`config.mk`:
```
export PLATFORM = sky130hd
export DESIGN_NAME = dds_time_ctrl_mc_flat
export DESIGN_NICKNAME = d
export VERILOG_FILES = /design/src/rtl/dds_time_ctrl_mc_pkg.sv /design/src/rtl/dds_time_ctrl_mc_if.sv /design/src/rtl/dds_time_ctrl_mc_chan.sv /design/src/rtl/dds_time_ctrl_mc.sv /design/src/flat_wrapper.sv
export SDC_FILE = /design/constraint.sdc
export NUM_CORES = 1
export LEC_CHECK = 0
export CAP_MARGIN = 15
export CORE_MARGIN = 2
export CORE_UTILIZATION = 30
export CTS_CLUSTER_DIAMETER = 50
export DETAILED_ROUTE_END_ITERATION = 8
export GPL_ROUTABILITY_DRIVEN = 1
export GPL_TIMING_DRIVEN = 0
export PLACE_DENSITY = 0.56
export SYNTH_ARGS = -nofsm -noshare
export SYNTH_HDL_FRONTEND = slang
export SYNTH_HIERARCHICAL = 1
export SYNTH_SLANG_ARGS = --single-unit
```
`constraint.sdc`:
```
create_clock -name sys_clk -period 4.7 [get_ports sys_clk]
set_clock_uncertainty 0.2 [all_clocks]
set_input_delay 0.705 -clock sys_clk [delete_from_list [all_inputs] [get_ports sys_clk]]
set_output_delay 0.705 -clock sys_clk [all_outputs]
set_load 0.01 [all_outputs]
```
`src/rtl/dds_time_ctrl_mc_pkg.sv`:
```
`default_nettype none
// ============================================================================
// Module      : dds_time_pkg
// Description : Shared state encoding and default sizing for the multi-channel
//               DDS trigger/timing controller.
// Revision    : 1.0 - initial release
// ============================================================================
package dds_time_pkg;

    localparam int c_CNT_W_DEF   = 16;
    localparam int c_TIMEOUT_DEF = 65535;

    // One-hot channel state
    typedef enum logic [3:0] {
        ST_IDLE        = 4'b0001,
        ST_WAIT_DROVER = 4'b0010,
        ST_HALF1       = 4'b0100,
        ST_HALF2       = 4'b1000
    } state_e;

endpackage
`default_nettype wire

```
`src/rtl/dds_time_ctrl_mc_if.sv`:
```
`default_nettype none
// ============================================================================
// Module      : dds_time_ctrl_mc_if
// Description : Control/status bundle between the controller and its host /
//               AD9910 pins. master = stimulus side, slave = controller.
// Revision    : 1.0 - initial release
// ============================================================================
interface dds_time_ctrl_mc_if #(
    parameter int CH    = 2,
    parameter int CNT_W = 16
);
    logic [CH-1:0]    en;
    logic [CH-1:0]    sweep_sel;
    logic [CNT_W-1:0] pulse_len;
    logic             err_clr;
    logic [CH-1:0]    io_update;
    logic [CH-1:0]    drover;
    logic [CH-1:0]    drctl;
    logic [CH-1:0]    drhold;
    logic [CH-1:0]    osk;
    logic [CH-1:0]    busy;
    logic [CH-1:0]    timeout_err;
    logic [CH-1:0]    cfg_err;

    modport master (
        output en, sweep_sel, pulse_len, err_clr, io_update, drover,
        input  drctl, drhold, osk, busy, timeout_err, cfg_err
    );

    modport slave (
        input  en, sweep_sel, pulse_len, err_clr, io_update, drover,
        output drctl, drhold, osk, busy, timeout_err, cfg_err
    );
endinterface
`default_nettype wire

```
`src/rtl/dds_time_ctrl_mc_chan.sv`:
```
`default_nettype none
// ============================================================================
// Module      : dds_time_chan
// Description : One DDS timing channel: input synchronisers, edge detect,
//               IDLE/WAIT_DROVER/HALF1/HALF2 FSM, counters, registered
//               outputs and sticky error flags.
// Revision    : 1.0 - initial release
// ============================================================================
module dds_time_chan
    import dds_time_pkg::*;
#(
    parameter int CNT_W       = c_CNT_W_DEF,
    parameter int SYNC_STAGES = 2,
    parameter int TIMEOUT     = c_TIMEOUT_DEF
) (
    input  wire logic             clk,
    input  wire logic             rst_n,
    input  wire logic             i_en,
    input  wire logic             i_sweep_sel,
    input  wire logic [CNT_W-1:0] i_pulse_len,
    input  wire logic             i_err_clr,
    input  wire logic             i_io_update,
    input  wire logic             i_drover,
    output logic                  o_drctl,
    output logic                  o_drhold,
    output logic                  o_osk,
    output logic                  o_busy,
    output logic                  o_timeout_err,
    output logic                  o_cfg_err
);

    localparam logic [CNT_W-1:0] c_TO_LAST = CNT_W'(TIMEOUT - 1);
    localparam logic [CNT_W-1:0] c_ONE     = CNT_W'(1);
    localparam logic [CNT_W-1:0] c_MIN_LEN = CNT_W'(2);

    logic [SYNC_STAGES-1:0] r_sync_upd;
    logic [SYNC_STAGES-1:0] r_sync_dro;
    logic                   r_upd_last;
    logic                   r_dro_last;
    logic                   w_upd_rise;
    logic                   w_dro_fall;

    state_e                 r_state;
    state_e                 w_state_nxt;
    logic [CNT_W-1:0]       r_plen;
    logic [CNT_W-1:0]       w_plen_nxt;
    logic                   r_sel;
    logic                   w_sel_nxt;
    logic [CNT_W-1:0]       r_wcnt;
    logic [CNT_W-1:0]       w_wcnt_nxt;
    logic [CNT_W-1:0]       r_cnt;
    logic [CNT_W-1:0]       w_cnt_nxt;
    logic [CNT_W-1:0]       w_half;
    logic                   w_set_cfg;
    logic                   w_set_to;

    logic                   r_drctl;
    logic                   r_drhold;
    logic                   r_osk;
    logic                   r_busy;
    logic                   r_timeout_err;
    logic                   r_cfg_err;

    // Synchronise the asynchronous trigger and DRG-over inputs, keep the
    // previous last-stage value for edge detection
    always_ff @(posedge clk or negedge rst_n) begin
        if (!rst_n) begin
            r_sync_upd <= '0;
            r_sync_dro <= '0;
            r_upd_last <= 1'b0;
            r_dro_last <= 1'b0;
        end else begin
            r_sync_upd <= {r_sync_upd[SYNC_STAGES-2:0], i_io_update};
            r_sync_dro <= {r_sync_dro[SYNC_STAGES-2:0], i_drover};
            r_upd_last <= r_sync_upd[SYNC_STAGES-1];
            r_dro_last <= r_sync_dro[SYNC_STAGES-1];
        end
    end

    assign w_upd_rise = r_sync_upd[SYNC_STAGES-1] & ~r_upd_last;
    assign w_dro_fall = ~r_sync_dro[SYNC_STAGES-1] & r_dro_last;
    assign w_half     = r_plen >> 1;

    // Next-state, counter and error-set decode; dropping enable overrides all
    always_comb begin
        w_state_nxt = r_state;
        w_plen_nxt  = r_plen;
        w_sel_nxt   = r_sel;
        w_wcnt_nxt  = r_wcnt;
        w_cnt_nxt   = r_cnt;
        w_set_cfg   = 1'b0;
        w_set_to    = 1'b0;
        if (!i_en) begin
            w_state_nxt = ST_IDLE;
        end else begin
            case (r_state)
                ST_IDLE: begin
                    if (w_upd_rise) begin
                        if (i_pulse_len >= c_MIN_LEN) begin
                            w_plen_nxt  = i_pulse_len;
                            w_sel_nxt   = i_sweep_sel;
                            w_wcnt_nxt  = '0;
                            w_state_nxt = ST_WAIT_DROVER;
                        end else begin
                            w_set_cfg = 1'b1;
                        end
                    end
                end
                ST_WAIT_DROVER: begin
                    w_wcnt_nxt = r_wcnt + c_ONE;
                    if (w_dro_fall) begin
                        w_cnt_nxt   = '0;
                        w_state_nxt = ST_HALF1;
                    end else if (r_wcnt == c_TO_LAST) begin
                        w_set_to    = 1'b1;
                        w_state_nxt = ST_IDLE;
                    end
                end
                ST_HALF1: begin
                    w_cnt_nxt = r_cnt + c_ONE;
                    if (r_cnt == w_half - c_ONE) begin
                        w_state_nxt = ST_HALF2;
                    end
                end
                ST_HALF2: begin
                    w_cnt_nxt = r_cnt + c_ONE;
                    if (r_cnt == r_plen - c_ONE) begin
                        w_state_nxt = ST_IDLE;
                    end
                end
                default: begin
                    w_state_nxt = ST_IDLE;
                end
            endcase
        end
    end

    // State, latched configuration and counters
    always_ff @(posedge clk or negedge rst_n) begin
        if (!rst_n) begin
            r_state <= ST_IDLE;
            r_plen  <= '0;
            r_sel   <= 1'b0;
            r_wcnt  <= '0;
            r_cnt   <= '0;
        end else begin
            r_state <= w_state_nxt;
            r_plen  <= w_plen_nxt;
            r_sel   <= w_sel_nxt;
            r_wcnt  <= w_wcnt_nxt;
            r_cnt   <= w_cnt_nxt;
        end
    end

    // Pin outputs registered from the current state; sticky errors where a
    // new set in the same cycle as a clear keeps the flag high
    always_ff @(posedge clk or negedge rst_n) begin
        if (!rst_n) begin
            r_drctl       <= 1'b0;
            r_drhold      <= 1'b0;
            r_osk         <= 1'b0;
            r_busy        <= 1'b0;
            r_timeout_err <= 1'b0;
            r_cfg_err     <= 1'b0;
        end else begin
            r_drctl       <= (r_state == ST_WAIT_DROVER) || (r_state == ST_HALF1);
            r_drhold      <= ~i_en;
            r_osk         <= ((r_state == ST_HALF1) &&  r_sel) ||
                             ((r_state == ST_HALF2) && !r_sel);
            r_busy        <= (r_state != ST_IDLE);
            r_timeout_err <= w_set_to  ? 1'b1 : (i_err_clr ? 1'b0 : r_timeout_err);
            r_cfg_err     <= w_set_cfg ? 1'b1 : (i_err_clr ? 1'b0 : r_cfg_err);
        end
    end

    assign o_drctl       = r_drctl;
    assign o_drhold      = r_drhold;
    assign o_osk         = r_osk;
    assign o_busy        = r_busy;
    assign o_timeout_err = r_timeout_err;
    assign o_cfg_err     = r_cfg_err;

endmodule
`default_nettype wire

```
`src/rtl/dds_time_ctrl_mc.sv`:
```
`default_nettype none
// ============================================================================
// Module      : dds_time_ctrl_mc
// Description : Multi-channel AD9910 trigger/timing controller. One
//               independent dds_time_chan per channel; pulse_len and err_clr
//               are shared.
// Revision    : 1.0 - initial release
// ============================================================================
module dds_time_ctrl_mc
    import dds_time_pkg::*;
#(
    parameter int CH          = 2,
    parameter int CNT_W       = c_CNT_W_DEF,
    parameter int SYNC_STAGES = 2,
    parameter int TIMEOUT     = c_TIMEOUT_DEF
) (
    input  wire logic          sys_clk,
    input  wire logic          sys_rst_n,
    dds_time_ctrl_mc_if.slave  bus
);

    logic [CH-1:0] w_drctl;
    logic [CH-1:0] w_drhold;
    logic [CH-1:0] w_osk;
    logic [CH-1:0] w_busy;
    logic [CH-1:0] w_timeout_err;
    logic [CH-1:0] w_cfg_err;

    generate
        for (genvar c = 0; c < CH; c++) begin : g_chan
            dds_time_chan #(
                .CNT_W       (CNT_W),
                .SYNC_STAGES (SYNC_STAGES),
                .TIMEOUT     (TIMEOUT)
            ) u_chan (
                .clk           (sys_clk),
                .rst_n         (sys_rst_n),
                .i_en          (bus.en[c]),
                .i_sweep_sel   (bus.sweep_sel[c]),
                .i_pulse_len   (bus.pulse_len),
                .i_err_clr     (bus.err_clr),
                .i_io_update   (bus.io_update[c]),
                .i_drover      (bus.drover[c]),
                .o_drctl       (w_drctl[c]),
                .o_drhold      (w_drhold[c]),
                .o_osk         (w_osk[c]),
                .o_busy        (w_busy[c]),
                .o_timeout_err (w_timeout_err[c]),
                .o_cfg_err     (w_cfg_err[c])
            );
        end
    endgenerate

    assign bus.drctl       = w_drctl;
    assign bus.drhold      = w_drhold;
    assign bus.osk         = w_osk;
    assign bus.busy        = w_busy;
    assign bus.timeout_err = w_timeout_err;
    assign bus.cfg_err     = w_cfg_err;

endmodule
`default_nettype wire

```
`src/flat_wrapper.sv`:
```
// flat-port wrapper written by rule: the top's interface ports become plain ports
module dds_time_ctrl_mc_flat import dds_time_pkg::*;
#(
    parameter int CH          = 2,
    parameter int CNT_W       = c_CNT_W_DEF,
    parameter int SYNC_STAGES = 2,
    parameter int TIMEOUT     = c_TIMEOUT_DEF
)
  (sys_clk, sys_rst_n, bus_en, bus_sweep_sel, bus_pulse_len, bus_err_clr, bus_io_update, bus_drover, bus_drctl, bus_drhold, bus_osk, bus_busy, bus_timeout_err, bus_cfg_err);
  dds_time_ctrl_mc_if #(.CH(CH), .CNT_W(CNT_W)) bus_i ();
  input  wire logic sys_clk;
  input  wire logic sys_rst_n;
  input wire logic [$bits(bus_i.en)-1:0] bus_en;
  input wire logic [$bits(bus_i.sweep_sel)-1:0] bus_sweep_sel;
  input wire logic [$bits(bus_i.pulse_len)-1:0] bus_pulse_len;
  input wire logic [$bits(bus_i.err_clr)-1:0] bus_err_clr;
  input wire logic [$bits(bus_i.io_update)-1:0] bus_io_update;
  input wire logic [$bits(bus_i.drover)-1:0] bus_drover;
  output wire logic [$bits(bus_i.drctl)-1:0] bus_drctl;
  output wire logic [$bits(bus_i.drhold)-1:0] bus_drhold;
  output wire logic [$bits(bus_i.osk)-1:0] bus_osk;
  output wire logic [$bits(bus_i.busy)-1:0] bus_busy;
  output wire logic [$bits(bus_i.timeout_err)-1:0] bus_timeout_err;
  output wire logic [$bits(bus_i.cfg_err)-1:0] bus_cfg_err;
  assign bus_i.en = bus_en;
  assign bus_i.sweep_sel = bus_sweep_sel;
  assign bus_i.pulse_len = bus_pulse_len;
  assign bus_i.err_clr = bus_err_clr;
  assign bus_i.io_update = bus_io_update;
  assign bus_i.drover = bus_drover;
  assign bus_drctl = bus_i.drctl;
  assign bus_drhold = bus_i.drhold;
  assign bus_osk = bus_i.osk;
  assign bus_busy = bus_i.busy;
  assign bus_timeout_err = bus_i.timeout_err;
  assign bus_cfg_err = bus_i.cfg_err;
  dds_time_ctrl_mc #(.CH(CH), .CNT_W(CNT_W), .SYNC_STAGES(SYNC_STAGES), .TIMEOUT(TIMEOUT)) u_core (.sys_clk(sys_clk), .sys_rst_n(sys_rst_n), .bus(bus_i));
endmodule
```
==> summary.md <==
| Metric | Value |
|---|---|
| Tcrit/Tclk final | `69.2%` |
| Capture point of the worst reg-to-reg path | `u_core/g_chan[0].u_chan/r_state[2]` |
| Synthesis-to-finish area growth | `18.5%` |
| Routed WL | `18.8 mm` |
| Worst-Skew Late Latency | `420 ps` |
| Design Area, Final | `0.00940 mm²` |
| Worst Setup SP | `u_core/g_chan[0].u_chan/r_plen[1]` |
| R2R Path Start | `u_core/g_chan[0].u_chan/r_plen[1]` |
| First-pass GRT wire length | `31.1 mm` |
| Startpoint Class | `register` |
| # port buffers | `38` |
| CTS clk-pin slew, worst paths | `60 ps` |
| Number of flops mapped to enable cells by yosys | `0` |
| Worst slew margin | `45.7%` |
| Final min period | `3250 ps` |
| Synth top area share | `40.4%` |
| RSZ-0062 raised after global routing | `no` |
| GRT Total Usage | `13.9%` |
| DRC violations left | `0` |
| Top-count cell post-synth | `dfrtp_1` |
| Layout fillers | `2628` |
| N_diodes | `0` |
| Hold Path Class | `in2async` |
| Final setup violation count | `0` |
| Avg WL per Cell | `15.0 µm` |
| CP Capture Point | `u_core/g_chan[0].u_chan/r_state[2]` |
| # rows | `59` |
| Clk root buf | `clkbuf_16` |
| Die Height | `167 µm` |
| Initial antenna violation count | `0` |
| Slew @ Worst Pin | `809 ps` |
| H-tree Lvls | `4` |
| Pin count of the biggest net entering global routing | `68` |
| Post-DRT Antenna Nets | `0` |
| Mapped Area | `0.00793 mm²` |
| CP Capture Type | `register` |
| Total CTS buffers | `17` |
| Distinct cells, synth | `79` |
| HPWL after detailed placement | `14.0 mm` |
| Post-Place Cell Area | `0.00876 mm²` |
| Post-Syn Instances | `851` |
| Synth Flop Type | `dfrtp_1` |
| CTS tree | `done` |
| Vias | `6240` |
| Syn_nets | `888` |
| R2r setup slk | `1450 ps` |
| Clock Path Buffers | `2` |
| Crit path DAT | `3360 ps` |
| Status | `finished clean` |
| Ys async rst share | `100%` |
| Fin. max-slew vios | `0` |
| Layout Nets | `946` |
| Crit path max fanout | `7` |
| Avg Vias per Cell | `4.96` |
| Initial Util | `30.5%` |
| Post-cts sizing count | `0` |
| Pre-antenna DRT Iters | `5` |
| Number of max-cap violations | `0` |
| Synth area leaders | `dfrtp_1, xor2_1, xnor2_1` |
| Synth Register Bits | `130` |
| RePlAce Congestion | `0.823` |
| Vias in the first global route | `5985` |
| Syn Area/Cell | `9.32 µm²` |
| CORE AREA | `0.0260 mm²` |
| Clock sink count | `130` |
| Die width | `167 µm` |
| Cell taking the most area after synthesis | `dfrtp_1` |
| GRT overflow | `0` |
| Die area | `0.0278 mm²` |
| Yosys warnings | `6` |
| Peak VDD IR | `0.197 mV` |
| Synth top cells by count | `dfrtp_1, nor2_1, nand2_1, xor2_1, xnor2_1` |
| CP required | `4810 ps` |
| Number of top-level pins | `39` |
| Hold WS | `84.8 ps` |
| Pwr/cell area | `386 mW/mm²` |
| Fmax achieved | `0.307 GHz` |
| Drt initial violations | `332` |
| Sequential fraction of the synthesis area | `41.0%` |
| Layout cells sized above 1 | `12.1%` |
| Endpoints failing hold | `0` |
| Cts hold-fix bufs | `0` |
| Post-CTS Setup Repair Bufs | `0` |
| Leakage | `3.88 nW` |
| R2R cell count | `9` |
| Critical path class | `reg2reg` |
flip-flops by register name, summed over array words and instances (netlist names):
name                                cells
u_core/g_chan.u_chan/o_drctl            2
u_core/g_chan.u_chan/r_upd_last         2
u_core/g_chan.u_chan/r_plen            32
u_core/g_chan.u_chan/r_dro_last         2
u_core/g_chan.u_chan/r_sync_upd         4
u_core/g_chan.u_chan/o_timeout_err      2
u_core/g_chan.u_chan/r_state            8
u_core/g_chan.u_chan/r_sync_dro         4
u_core/g_chan.u_chan/r_wcnt            32
u_core/g_chan.u_chan/o_drhold           2
u_core/g_chan.u_chan/o_busy             2
u_core/g_chan.u_chan/r_sel              2
u_core/g_chan.u_chan/o_cfg_err          2
u_core/g_chan.u_chan/r_cnt             32
u_core/g_chan.u_chan/o_osk              2
through the flow:
step / power [mW] / setup TNS, ps / std cells / worst slack (ps) / util, %
4_1_cts: 3.66 / 0 / 1257 / 1470 / 36.2
2_1_floorplan: 1.96 / 0 / 851 / 2010 / -
5_1_grt: 3.82 / 0 / 1257 / 1310 / 36.2
3_5_place_dp: 2.19 / 0 / 1225 / 1170 / 33.7
6_report: 3.63 / 0 / 1257 / 1450 / 36.2
3_3_place_gp: 2.18 / -346900 / 1224 / -2710 / 33.6
cell usage in the layout (no fill, tap or decap), types with 5 or more instances in the layout:
master / instances
buf_2: 9
o21ai_0: 41
mux2i_1: 8
nor4_1: 17
nor3_1: 25
mux2_2: 29
nand3_1: 37
nand2b_1: 11
nor2_1: 90
clkbuf_1: 18
inv_1: 33
buf_6: 10
nand4_1: 24
and3_1: 16
dfrtp_1: 128
xor2_1: 65
o22ai_1: 7
clkdlybuf4s50_1: 37
or3_1: 17
a31oi_1: 5
clkbuf_16: 17
a21oi_1: 24
ha_1: 10
xnor2_1: 52
nand2_1: 65
nor2b_1: 10
power by group:
group          internal, mW  switching (mW)  total [mW]
Clock                 0.911           0.538        1.45
Sequential             1.21          0.0832        1.29
Combinational         0.385           0.501       0.886
Total                  2.51            1.12        3.63
per-layer routing:
metal | GRT usage, % | vias up | routed length (µm) | part of all wire [%]
met5 | 0 | - | 0 | 0
met4 | 4.42 | 0 | 295 | 1.6
met3 | 3.04 | 19 | 527 | 2.8
met2 | 23.6 | 69 | 9270 | 49
met1 | 17.8 | 3020 | 8750 | 46
li1 | - | 3132 | - | -
layout make-up:
type | count | area, µm² | share of cell area, %
multi-input cells | 644 | 4280 | 45.5
clock inverters | 14 | 203 | 2.16
clock buffers | 18 | 439 | 4.67
inverters | 33 | 124 | 1.32
plain buffers | 44 | 273 | 2.90
repair buffers | 39 | 409 | 4.35
well taps | 335 | 419 | 4.46
flip-flops and latches | 130 | 3260 | 34.6
worst max-delay path: stages, from the launching register on:
cell and delay, ps:
dfrtp_1 430, inv_1 120, ha_1 300, nor3b_2 400
nand4_2 210, or3b_1 420, a211o_1 310, a211oi_2 270
nand4b_1 210, a31o_1 270
how the worst min path moves through the flow:
stage	start	endpoint	slack (ps)	cells past startpoint
3_5_place_dp	u_core/g_chan[0].u_chan/r_sync_dro[0]	u_core/g_chan[0].u_chan/r_sync_dro[1]	130	0
4_1_cts	sys_rst_n	u_core/g_chan[1].u_chan/o_drctl	110	1
5_1_grt	sys_rst_n	u_core/g_chan[1].u_chan/r_state[3]	140	1
2_1_floorplan	u_core/g_chan[0].u_chan/r_sync_dro[0]	u_core/g_chan[0].u_chan/r_sync_dro[1]	130	0
3_3_place_gp	u_core/g_chan[0].u_chan/r_sync_dro[0]	u_core/g_chan[0].u_chan/r_sync_dro[1]	130	0
6_report	sys_rst_n	u_core/g_chan[1].u_chan/r_wcnt[0]	80	1
kinds of logic (layout without fill, tap and decap cells):
kind of cell	count (synthesis)	after routing	share of synthesized area (%)
muxes	37	37	5.13
DFF	130	130	41.0
and+or+nand+nor	357	357	24.4
buffers and inverters	77	148	5.00
adders and majority gates	10	10	1.58
xor gates and xnor gates	117	117	12.9
AOI/OAI and AO/OA	123	123	9.94
Note: power is estimated with default switching activity, not from simulation.
==> RTL edit (config.mk and constraints unchanged) <==
The package constant `c_CNT_W_DEF` goes from 16 to 18.
--- a/src/rtl/dds_time_ctrl_mc_pkg.sv
+++ b/src/rtl/dds_time_ctrl_mc_pkg.sv
@@ -7,7 +7,7 @@
 // ============================================================================
 package dds_time_pkg;
 
-    localparam int c_CNT_W_DEF   = 16;
+    localparam int c_CNT_W_DEF   = 18;
     localparam int c_TIMEOUT_DEF = 65535;
 
     // One-hot channel state
Interface: changed (resized bus_pulse_len); port bits go from 39 to 41. No check against the original RTL was run, so the function may have changed too.
==> RTL edit against the original RTL <==
Total power is 18% higher. Setup slack worse by 0.47 ns. Clock power is 8% lower. Sequential cell count is 12 higher. First-iteration DRC count is 44% higher. Wire length is 22% higher. Synthesized cell count is 16% higher. Core utilization is 0.33 points lower. Die area is 11% higher. Synthesized area is 12% higher. Design area is 10% higher. Critical path type unchanged. Highest routed layer unchanged.
==> RTL edit: results <==
final_layout:
  nClkBuffers: 19
  buffers_excl_clock: 104
  nets: 1087
  nMultiInputCombCells: 753
  top_regs: "u_core/g_chan.u_chan/r_cnt x36, u_core/g_chan.u_chan/r_plen x36, u_core/g_chan.u_chan/r_wcnt x36"
  multi_input_area_um2: 4900
  final-clk-cell-share: 0.0562
  final-nonclk-buf-share: 0.0695
  seq_cells: 142
  drive_above_1_share: 0.0820
  fillers: 2958
  inverters: 30
  seq_area_um2: 3560
  fin_util: 0.359
yosys:
  syn_area_per_cell_um2: 8.96
  synth_common_cells: "140 x dfrtp_1, 99 x nand2_1, 99 x nor2_1"
  synth_area_leaders: "dfrtp_1 40%, xnor2_1 7.4%, xor2_1 6.8%"
  syn_nets: 1027
  synth_compound_area_frac: 0.103
  synthXorXnorAreaFrac: 0.142
  synth_adder_area_share: 0.0141
  synth_mux_area_frac: 0.0261
  ys_seq_area_frac: 0.402
setup_path:
  ff2ff_setup_slack_ns: 0.97
  critical_path.max_fanout: 9
  rr_endpoint: "u_core/g_chan[1].u_chan/r_state[0]$_DFFE_PN1P_"
  ff2ff_path_depth: 11
  critPathMaxStageDelay_ns: 0.74
  reg2reg_from: "u_core/g_chan[1].u_chan/r_plen[2]$_DFFE_PN0P_"
drt:
  wl_met3_mm: 1.35
  routedWlPerCell_um: 15.9
  wl_met2_mm: 9.71
  dr.first_iter.drc_count: 477
  m1WireLength_mm: 11.6
  vias: 7313
  vias_per_cell: 5.06
global_route:
  antenna_found_initial: 0
  track_usage: 0.154
  grt_pass1_vias: 7010
  grt_max_degree: 95
  grt_util_met3: 0.0333
  grt_pass1_wl_mm: 37.9
  use_met2: 0.224
placed_design:
  portBuffers: 40
  place_area_um2: 9760
  hpwl_mm: 16.9
  gp_congestion: 0.835
run_status:
  status: "finished, final reports clean"
power:
  power_leakage_nw: 4.14
sta:
  max_slew_margin: 0.260
  timing.fmax_mhz: 268
  hold_slack_ns: 0.00561
die:
  taps: 384
  initial_core_util: 0.307
## RTL edit: cell types whose count changed in the layout (fill, tap and decap cells not counted), sizes merged, moves of 10 or more
cell / delta
clkbuf: +25
dfrtp: +12
mux2: -12
nand2: +34
nor3: +10
xnor2: +23
## RTL edit: kinds of logic after synthesis
logic type | count (synthesis)
flip-flops | 142
AO/OA/AOI/OAI | 138
adder cells (fa/ha/maj) | 10
buffers and inverters | 93
XOR/XNOR | 144
AND/OR/NAND/NOR | 440
multiplexers | 21
## RTL edit: worst register-to-register path, stage by stage, from the launching register on
cell and delay [ns]:
dfrtp_1 0.36, clkbuf_1 0.20, inv_1 0.15, ha_1 0.32, nor4b_1 0.74, nand4_1 0.25, xnor2_1 0.23, o2111ai_1 0.13
nor4_1 0.42, o21ai_1 0.14, nor2_1 0.17, mux2_1 0.34
## RTL edit: report_power, final
group          leakage [nW]  total, mW  switching, mW  internal [mW]
logic                  2.02       1.41          0.807          0.600
registers              1.85       1.54          0.168           1.38
clock network         0.275       1.34          0.574          0.768
